## src/rtl/fme_sad_if.sv

```systemverilog
// Row-SAD input stream and best-candidate result bus of the fractional ME selector.
// The slave side is the selector; the master side is the upstream SAD stage / consumer.
interface fme_sad_if #(
    parameter int ACC_W = 16
);
    logic             in_valid;
    logic             in_ready;
    logic             in_first;
    logic [59:0]      sad_UH;
    logic [59:0]      sad_UQ;
    logic [59:0]      sad_M;
    logic [59:0]      sad_LQ;
    logic [59:0]      sad_LH;
    logic             out_valid;
    logic [4:0]       best_idx;
    logic [ACC_W-1:0] best_sad;

    modport master (
        output in_valid, in_first, sad_UH, sad_UQ, sad_M, sad_LQ, sad_LH,
        input  in_ready, out_valid, best_idx, best_sad
    );

    modport slave (
        input  in_valid, in_first, sad_UH, sad_UQ, sad_M, sad_LQ, sad_LH,
        output in_ready, out_valid, best_idx, best_sad
    );
endinterface

```

## src/rtl/fme_sad_select.sv

```systemverilog
// Accumulates ROWS rows of 25 fractional SADs, then scans the totals and reports the minimum.
// Optional macro FME_CENTER_BIAS_EN: seed the scan with the centre candidate (12) so it wins ties.
module fme_sad_select #(
    parameter int ROWS  = 8,
    parameter int ACC_W = 16
) (
    input logic       clk,
    input logic       rst,
    fme_sad_if.slave  bus
);
    localparam int RCW = $clog2(ROWS + 1);
    localparam int SW  = ACC_W + 1;

    typedef enum logic {ACCUM, SELECT} state_t;

    state_t           state_q, state_d;
    logic [RCW-1:0]   row_cnt_q, row_cnt_d;
    logic [4:0]       scan_q, scan_d;
    logic [4:0]       run_idx_q, run_idx_d;
    logic [ACC_W-1:0] run_sad_q, run_sad_d;
    logic [4:0]       best_idx_q, best_idx_d;
    logic [ACC_W-1:0] best_sad_q, best_sad_d;
    logic             out_valid_q, out_valid_d;
    logic [ACC_W-1:0] acc_q [25];
    logic [ACC_W-1:0] acc_d [25];

    logic [299:0]     row_fields;
    logic             xfer;
    logic             clear_acc;
    logic [4:0]       cand;
    logic [ACC_W-1:0] cand_sad;
    logic             take;

    // Field k of the concatenation is candidate k = row*5 + col.
    assign row_fields = {bus.sad_LH, bus.sad_LQ, bus.sad_M, bus.sad_UQ, bus.sad_UH};
    assign xfer       = bus.in_valid && (state_q == ACCUM);
    assign clear_acc  = bus.in_first || (row_cnt_q == '0);

    generate
        for (genvar gi = 0; gi < 25; gi++) begin : g_acc
            logic [ACC_W-1:0] base;
            logic [ACC_W:0]   sum;
            assign base = clear_acc ? '0 : acc_q[gi];
            assign sum  = {1'b0, base} + SW'(row_fields[gi*12 +: 12]);
            assign acc_d[gi] = !xfer ? acc_q[gi]
                             : (sum[ACC_W] ? {ACC_W{1'b1}} : sum[ACC_W-1:0]);
        end
    endgenerate

    always_comb begin
        cand = scan_q;
`ifdef FME_CENTER_BIAS_EN
        // Step 0 seeds the centre, the rest walk 0..11, 13..24.
        if (scan_q == 5'd0) begin
            cand = 5'd12;
        end else if (scan_q <= 5'd12) begin
            cand = scan_q - 5'd1;
        end
`endif
    end

    assign cand_sad = acc_q[cand];
    assign take     = (scan_q == 5'd0) || (cand_sad < run_sad_q);

    always_comb begin
        state_d     = state_q;
        row_cnt_d   = row_cnt_q;
        scan_d      = scan_q;
        run_idx_d   = run_idx_q;
        run_sad_d   = run_sad_q;
        best_idx_d  = best_idx_q;
        best_sad_d  = best_sad_q;
        out_valid_d = 1'b0;
        case (state_q)
            ACCUM: begin
                if (xfer) begin
                    row_cnt_d = bus.in_first ? RCW'(1) : row_cnt_q + RCW'(1);
                    if (row_cnt_d == RCW'(ROWS)) begin
                        state_d = SELECT;
                        scan_d  = 5'd0;
                    end
                end
            end
            SELECT: begin
                if (take) begin
                    run_idx_d = cand;
                    run_sad_d = cand_sad;
                end
                if (scan_q == 5'd24) begin
                    out_valid_d = 1'b1;
                    best_idx_d  = run_idx_d;
                    best_sad_d  = run_sad_d;
                    row_cnt_d   = '0;
                    state_d     = ACCUM;
                end else begin
                    scan_d = scan_q + 5'd1;
                end
            end
            default: state_d = ACCUM;
        endcase
    end

    always_ff @(posedge clk) begin
        if (rst) begin
            state_q     <= ACCUM;
            row_cnt_q   <= '0;
            scan_q      <= '0;
            run_idx_q   <= '0;
            run_sad_q   <= '0;
            best_idx_q  <= '0;
            best_sad_q  <= '0;
            out_valid_q <= 1'b0;
            for (int i = 0; i < 25; i++) begin
                acc_q[i] <= '0;
            end
        end else begin
            state_q     <= state_d;
            row_cnt_q   <= row_cnt_d;
            scan_q      <= scan_d;
            run_idx_q   <= run_idx_d;
            run_sad_q   <= run_sad_d;
            best_idx_q  <= best_idx_d;
            best_sad_q  <= best_sad_d;
            out_valid_q <= out_valid_d;
            for (int i = 0; i < 25; i++) begin
                acc_q[i] <= acc_d[i];
            end
        end
    end

    assign bus.in_ready  = (state_q == ACCUM);
    assign bus.out_valid = out_valid_q;
    assign bus.best_idx  = best_idx_q;
    assign bus.best_sad  = best_sad_q;
endmodule

```

## src/flat_wrapper.sv

```systemverilog
// flat-port wrapper written by rule: the top's interface ports become plain ports
module fme_sad_select_flat 
#(
    parameter int ROWS  = 8,
    parameter int ACC_W = 16
)
  (clk, rst, bus_in_valid, bus_in_first, bus_sad_UH, bus_sad_UQ, bus_sad_M, bus_sad_LQ, bus_sad_LH, bus_in_ready, bus_out_valid, bus_best_idx, bus_best_sad);
  fme_sad_if #(.ACC_W(ACC_W)) bus_i ();
  input logic clk;
  input logic rst;
  input wire logic [$bits(bus_i.in_valid)-1:0] bus_in_valid;
  input wire logic [$bits(bus_i.in_first)-1:0] bus_in_first;
  input wire logic [$bits(bus_i.sad_UH)-1:0] bus_sad_UH;
  input wire logic [$bits(bus_i.sad_UQ)-1:0] bus_sad_UQ;
  input wire logic [$bits(bus_i.sad_M)-1:0] bus_sad_M;
  input wire logic [$bits(bus_i.sad_LQ)-1:0] bus_sad_LQ;
  input wire logic [$bits(bus_i.sad_LH)-1:0] bus_sad_LH;
  output wire logic [$bits(bus_i.in_ready)-1:0] bus_in_ready;
  output wire logic [$bits(bus_i.out_valid)-1:0] bus_out_valid;
  output wire logic [$bits(bus_i.best_idx)-1:0] bus_best_idx;
  output wire logic [$bits(bus_i.best_sad)-1:0] bus_best_sad;
  assign bus_i.in_valid = bus_in_valid;
  assign bus_i.in_first = bus_in_first;
  assign bus_i.sad_UH = bus_sad_UH;
  assign bus_i.sad_UQ = bus_sad_UQ;
  assign bus_i.sad_M = bus_sad_M;
  assign bus_i.sad_LQ = bus_sad_LQ;
  assign bus_i.sad_LH = bus_sad_LH;
  assign bus_in_ready = bus_i.in_ready;
  assign bus_out_valid = bus_i.out_valid;
  assign bus_best_idx = bus_i.best_idx;
  assign bus_best_sad = bus_i.best_sad;
  fme_sad_select #(.ROWS(ROWS), .ACC_W(ACC_W)) u_core (.clk(clk), .rst(rst), .bus(bus_i));
endmodule
```

## config.mk

```make
export PLATFORM = sky130hd
export DESIGN_NAME = fme_sad_select_flat
export DESIGN_NICKNAME = d
export VERILOG_FILES = /design/src/rtl/fme_sad_if.sv /design/src/rtl/fme_sad_select.sv /design/src/flat_wrapper.sv
export SDC_FILE = /design/constraint.sdc
export NUM_CORES = 2
export LEC_CHECK = 0
export BUFFER_PORTS_ARGS = -buffer_cell sky130_fd_sc_hd__buf_4
export CORE_MARGIN = 1
export CORE_UTILIZATION = 65
export CTS_BUF_LIST = sky130_fd_sc_hd__clkbuf_2 sky130_fd_sc_hd__clkbuf_4 sky130_fd_sc_hd__clkbuf_8
export CTS_CLUSTER_SIZE = 40
export DETAILED_ROUTE_END_ITERATION = 8
export PLACE_DENSITY_LB_ADDON = 0.15
export REMOVE_ABC_BUFFERS = 1
export SYNTH_ARGS = -nofsm -noshare
export SYNTH_HDL_FRONTEND = slang
export SYNTH_SLANG_ARGS = --single-unit
```

## constraint.sdc

```tcl
create_clock -name clk -period 12.64 [get_ports clk]
set_clock_uncertainty 0.15 [all_clocks]
set_input_delay 2.528 -clock clk [delete_from_list [all_inputs] [get_ports clk]]
set_output_delay 2.528 -clock clk [all_outputs]
set_load 0.03 [all_outputs]
```

Yosys cells after proc, flatten, opt, wreduce, memory -nomap -nowiden
Memories as Yosys holds them, arrays and structs flattened. A register that Yosys moved wholly into a read port is not among the register bits.
Index checks and enable logic that the tools add are counted.
{"block": "classes", "add_sub_neg": 27, "order_cmp": 1, "eq_ne": 6, "n_mux": 120, "bitwise_logic": 26, "n_reduce_logical": 9}
{"cell": "2-to-1 mux 16 bit", "count": 101}
{"cell": "adder 16 x 12 -> 17 bit", "count": 25}
{"cell": "2-to-1 mux 5 bit", "count": 6}
{"cell": "bitwise OR 1 bit", "count": 25}
{"cell": "less-than comparator 16 bit", "count": 1}
{"cell": "2-to-1 mux 4 bit", "count": 3}
{"cell": "one-hot mux 5 bit (2 select lines)", "count": 1}
{"cell": "one-hot mux 4 bit (2 select lines)", "count": 1}
{"cell": "2-to-1 mux 1 bit", "count": 7}
{"cell": "adder 5 x 1 -> 5 bit (second input constant)", "count": 1}
{"cell": "equality test 5 bit (second input constant)", "count": 1}
{"cell": "zero test 5 bit", "count": 1}
{"cell": "adder 4 x 1 -> 4 bit (second input constant)", "count": 1}
{"cell": "equality test 4 bit (second input constant)", "count": 1}
{"cell": "zero test 4 bit", "count": 1}
{"cell": "inequality test 2 x 1 -> 1 bit (second input constant)", "count": 2}
{"cell": "inequality test 2 bit (second input constant)", "count": 2}
{"cell": "AND reduction 2 bit", "count": 2}
{"cell": "AND reduction 3 bit", "count": 1}
{"cell": "logical OR 1 bit", "count": 2}
{"cell": "one-hot mux 1 bit (2 select lines)", "count": 1}
{"cell": "OR reduction 2 bit", "count": 1}
{"cell": "logical AND 1 bit", "count": 1}
{"cell": "inverter 1 bit", "count": 1}
{"block": "word_totals", "register_bits": 53, "ramBits": 400, "output_inout_bits": 23, "word_cells": 198, "mem_count": 1}
{"name": "u_core.acc_q", "words": 25, "width": 16, "rd": 26, "rd_ports_with_merged_regs": 1, "write_ports": 25, "line": "fme_sad_select.sv:24", "source": "logic [ACC_W-1:0] acc_q [25];"}

Depth between registers and ports, before layout
{"block": "depth", "depth_word": 8, "mapped_depth": 18, "mapped_depth_nobuf": 13}

Least setup slack after synthesis
Ideal clock, no wire load.
{"block": "synth_path", "kind": "in2reg", "from": "in bus_in_first", "to": "mem u_core.acc_q[5][10]", "setup_ps": 138, "arrival_time_ps": 6118, "t_required_ps": 12352, "path_slack_ps": 6234, "stages": 15, "n_path_buf": 5, "cell_sequence": "a21oi_1 -> clkbuf_1 -> clkbuf_1 -> clkbuf_1 -> clkbuf_1 -> and2_1 -> ha_1 -> a21o_1 -> a221oi_1 -> o211ai_1 -> a221oi_1 -> nor3_1 -> nor2_1 -> clkbuf_1 -> a211oi_1"}
{"element": "start, declared", "line": "flat_wrapper.sv:12", "source": "input wire logic [$bits(bus_i.in_first)-1:0] bus_in_first;"}
{"element": "end, declared", "line": "fme_sad_select.sv:24"}

==> impl_metrics.json <==
{
  "dr.pass1.iters": 6,
  "rsz0062_at_grt": "false",
  "ys_seq_area_share_pct": 26.1,
  "place_congestion": 0.959,
  "cts_htree_levels": 3,
  "synth_cell_type_count": 66,
  "wl_per_cell_um": 19.7,
  "yosysWarnings": 0,
  "place_hpwl_um": 71600,
  "max_freq_mhz": 155,
  "antenna_found_initial": 4,
  "setup_viol": 0,
  "dp_cells": 4903,
  "first_iter_violations": 2893,
  "synthArstFlopShare_pct": 0,
  "crit_path_start_kind": "flop",
  "post_cts_buffers": 0,
  "core_region_area_um2": 53000,
  "totalWireLength_um": 99800,
  "seq_power_share_pct": 41.4,
  "fillers": 4103,
  "ctsResizeCount": 0,
  "pwr-share-clk_pct": 40.3,
  "ys_dominant_reg_cell": "dfxtp_1",
  "critPathArrivalTime_ns": 6.81,
  "start_util_pct": 66.4,
  "peakVddDrop_uv": 78.0,
  "period_needed_ns": 6.46,
  "synth.largest_area_cell": "dfxtp_1",
  "synthesis.area_um2": 35200,
  "synthTopCellsByArea": "dfxtp_1 26%, ha_1 11%, a211oi_1 8.3%, mux4_2 7.1%, and2_1 5.8%",
  "pin_count": 327,
  "synth_top_area_share_pct": 26.1,
  "row_count": 84,
  "grt_use_total_pct": 35.3,
  "synth-seq-cells": 458,
  "slew_violations": 0,
  "crit_type": "reg2reg",
  "cts_root_buf": "clkbuf_8",
  "clk_pin_slew_worst_paths_ns": 0.06,
  "synth_area_per_cell_um2": 8.61,
  "worst_pin_slew_ns": 1.27,
  "p_sw_mw": 1.12,
  "hold_viol": 0,
  "cts_tree": "done",
  "ant_nets": 0,
  "p_leak_nw": 16.5,
  "end_kind": "flop",
  "grt_pass1_wl_um": 158000,
  "p_comb_share_pct": 18.3,
  "grt_max_degree": 227,
  "grt_pass1_vias": 30600,
  "cts_buffers": 81,
  "clk_latency_ns": 0.68,
  "crit_required_ns": 13.00,
  "clock-sinks": 458,
  "die_h_um": 235,
  "via_per_inst": 6.43,
  "final_cell_count_no_fill": 5054,
  "relSlewSlack_pct": 14.4,
  "crit_fanout": 51,
  "power_per_cell_area_nw_per_um2": 97.2,
  "min_period_over_period_pct": 51.1,
  "area_growth_pct": 13.1,
  "die_x_um": 235,
  "fin_nets": 4946,
  "grt_overflow": 0,
  "num_vias": 32500,
  "die_area_um2": 55100,
  "min_path_type": "reg2reg",
  "cap_viol_max_count": 0,
  "syn-instance-count": 4085,
  "synth_edf_count": 0,
  "clk_path_buf_depth": 3,
  "drc": 0,
  "p_int_mw": 2.75,
  "status": "finished clean",
  "post-route-util_pct": 75.1,
  "drive_gt1_share_pct": 16.9,
  "cts_hold_buffers": 0,
  "worst_hold_slack_ns": 0.305,
  "io_buffers": 326,
  "swShare_pct": 28.9
}
-- worst paths after layout --
| kind | depth (start not counted) | start | endpoint | slack (ns) |
|---|---|---|---|---|
| worst max register to register | 13 | flop | u_core.bus.best_sad[1] | 6.18 |
| worst max-delay path | 13 | flop | u_core.bus.best_sad[1] | 6.18 |
| worst min-delay path | 2 | u_core.bus.best_sad[1] | u_core.bus.best_sad[1] | 0.31 |
| worst min register to register | 2 | u_core.bus.best_sad[1] | u_core.bus.best_sad[1] | 0.31 |
-- layout make-up --
type	count	area [um^2]	share of cell area, %
clock buffers	136	1730	4.36
clock inverters	12	113	0.283
flip-flops and latches	458	9180	23.1
well taps	688	861	2.16
inverters	154	578	1.45
repair buffers	360	2760	6.94
diodes	3	7.51	0.0189
multi-input cells	3243	24600	61.7
-- registers in the layout, summed over array words and instances, names as in the netlist, named ones only --
name / flops
u_core.acc_q: 400
u_core.bus.best_idx: 5
u_core.bus.best_sad: 16
u_core.bus.out_valid: 1
u_core.cand: 5
u_core.row_cnt_q: 4
u_core.run_idx_q: 5
u_core.run_sad_q: 16
u_core.state_q: 1
-- power groups by stage --
| stage | logic, mW | registers (mW) | clock network [mW] |
|---|---|---|---|
| 6_report | 0.707 | 1.60 | 1.56 |
| 5_1_grt | 0.774 | 1.61 | 1.64 |
| 4_1_cts | 0.699 | 1.60 | 1.57 |
| 3_5_place_dp | 0.693 | 1.63 | 0 |
| 3_3_place_gp | 0.677 | 1.62 | 0 |
| 2_1_floorplan | 0.506 | 1.59 | 0 |
-- worst max-delay path, cell delays in order, from the launching register on --
cell and delay [ns]:
dfxtp_4 1.01, buf_4 0.86, mux4_2 0.59, mux2_2 0.29, mux4_2 0.51, ha_1 0.33
a21o_1 0.17, a21o_1 0.17, a221o_1 0.52, a2111o_1 0.61, o211a_1 0.41, buf_4 0.30
o211ai_1 0.23, a21oi_1 0.09
-- cells in the mapped netlist, types with 20 or more instances --
cell type    n
a211o_1     20
a211oi_1   389
a21o_1      59
a21oi_1    299
a221oi_1    24
a31o_2      52
a31oi_1     30
a41oi_1     40
and2_1     324
and3_1      47
clkbuf_1   201
dfxtp_1    458
fa_1        25
ha_1       319
inv_1      153
mux2_2      47
mux2i_1     21
mux4_2     111
nand2_1    126
nand3_1     97
nor2_1     453
nor2b_1     44
nor3_1      78
o211ai_1    26
o21a_1      53
o21ai_0     80
o21bai_1    44
or3_1       40
xnor2_1    103
xor2_1     134
-- cell usage in the layout, fill, tap and decap left out, drive strengths merged, types with 9 or more instances in the layout --
master	instances
dfxtp	458
nor2	453
a211oi	389
buf	360
and2	324
ha	319
a21oi	299
inv	154
clkbuf	136
xor2	134
nand2	126
mux4	111
xnor2	103
nand3	97
o21ai	85
nor3	78
a21o	59
o21a	53
a31o	52
mux2	47
and3	47
o21bai	44
nor2b	44
or3	40
a41oi	40
a31oi	30
o211ai	27
fa	25
a221oi	24
mux2i	21
a211o	20
o2111ai	18
a311o	17
o2bb2ai	14
nand2b	12
o22ai	10
clkinv	9
or2	9
-- kinds of logic after synthesis --
group | synth area share, %
and+or+nand+nor | 17.7
muxes | 9.21
DFF | 26.1
xor gates and xnor gates | 5.90
AOI/OAI and AO/OA | 24.2
adders and majority gates | 12.8
buffers and inverters | 4.17
-- layer usage --
| layer | vias to the layer above | global-route usage, % | wire length, um |
|---|---|---|---|
| met5 | - | 0 | 0 |
| met4 | 0 | 18.4 | 5290 |
| met3 | 241 | 4.70 | 7150 |
| met2 | 1196 | 56.8 | 45600 |
| met1 | 15500 | 46.4 | 41800 |
| li1 | 15600 | - | - |
-- per-stage QoR --
step                      setup WS [ns]  area [um^2]  power [mW]   TNS, ns
after floorplan                   -6.99        34300        2.10  -1820.86
after global placement             5.87        37900        2.30         0
after detailed placement           5.81        37900        2.32         0
after CTS                          6.21        39800        3.87         0
after global routing               5.81        39800        4.02         0
final                              6.18        39800        3.87         0
(Power assumes the default switching activity.)
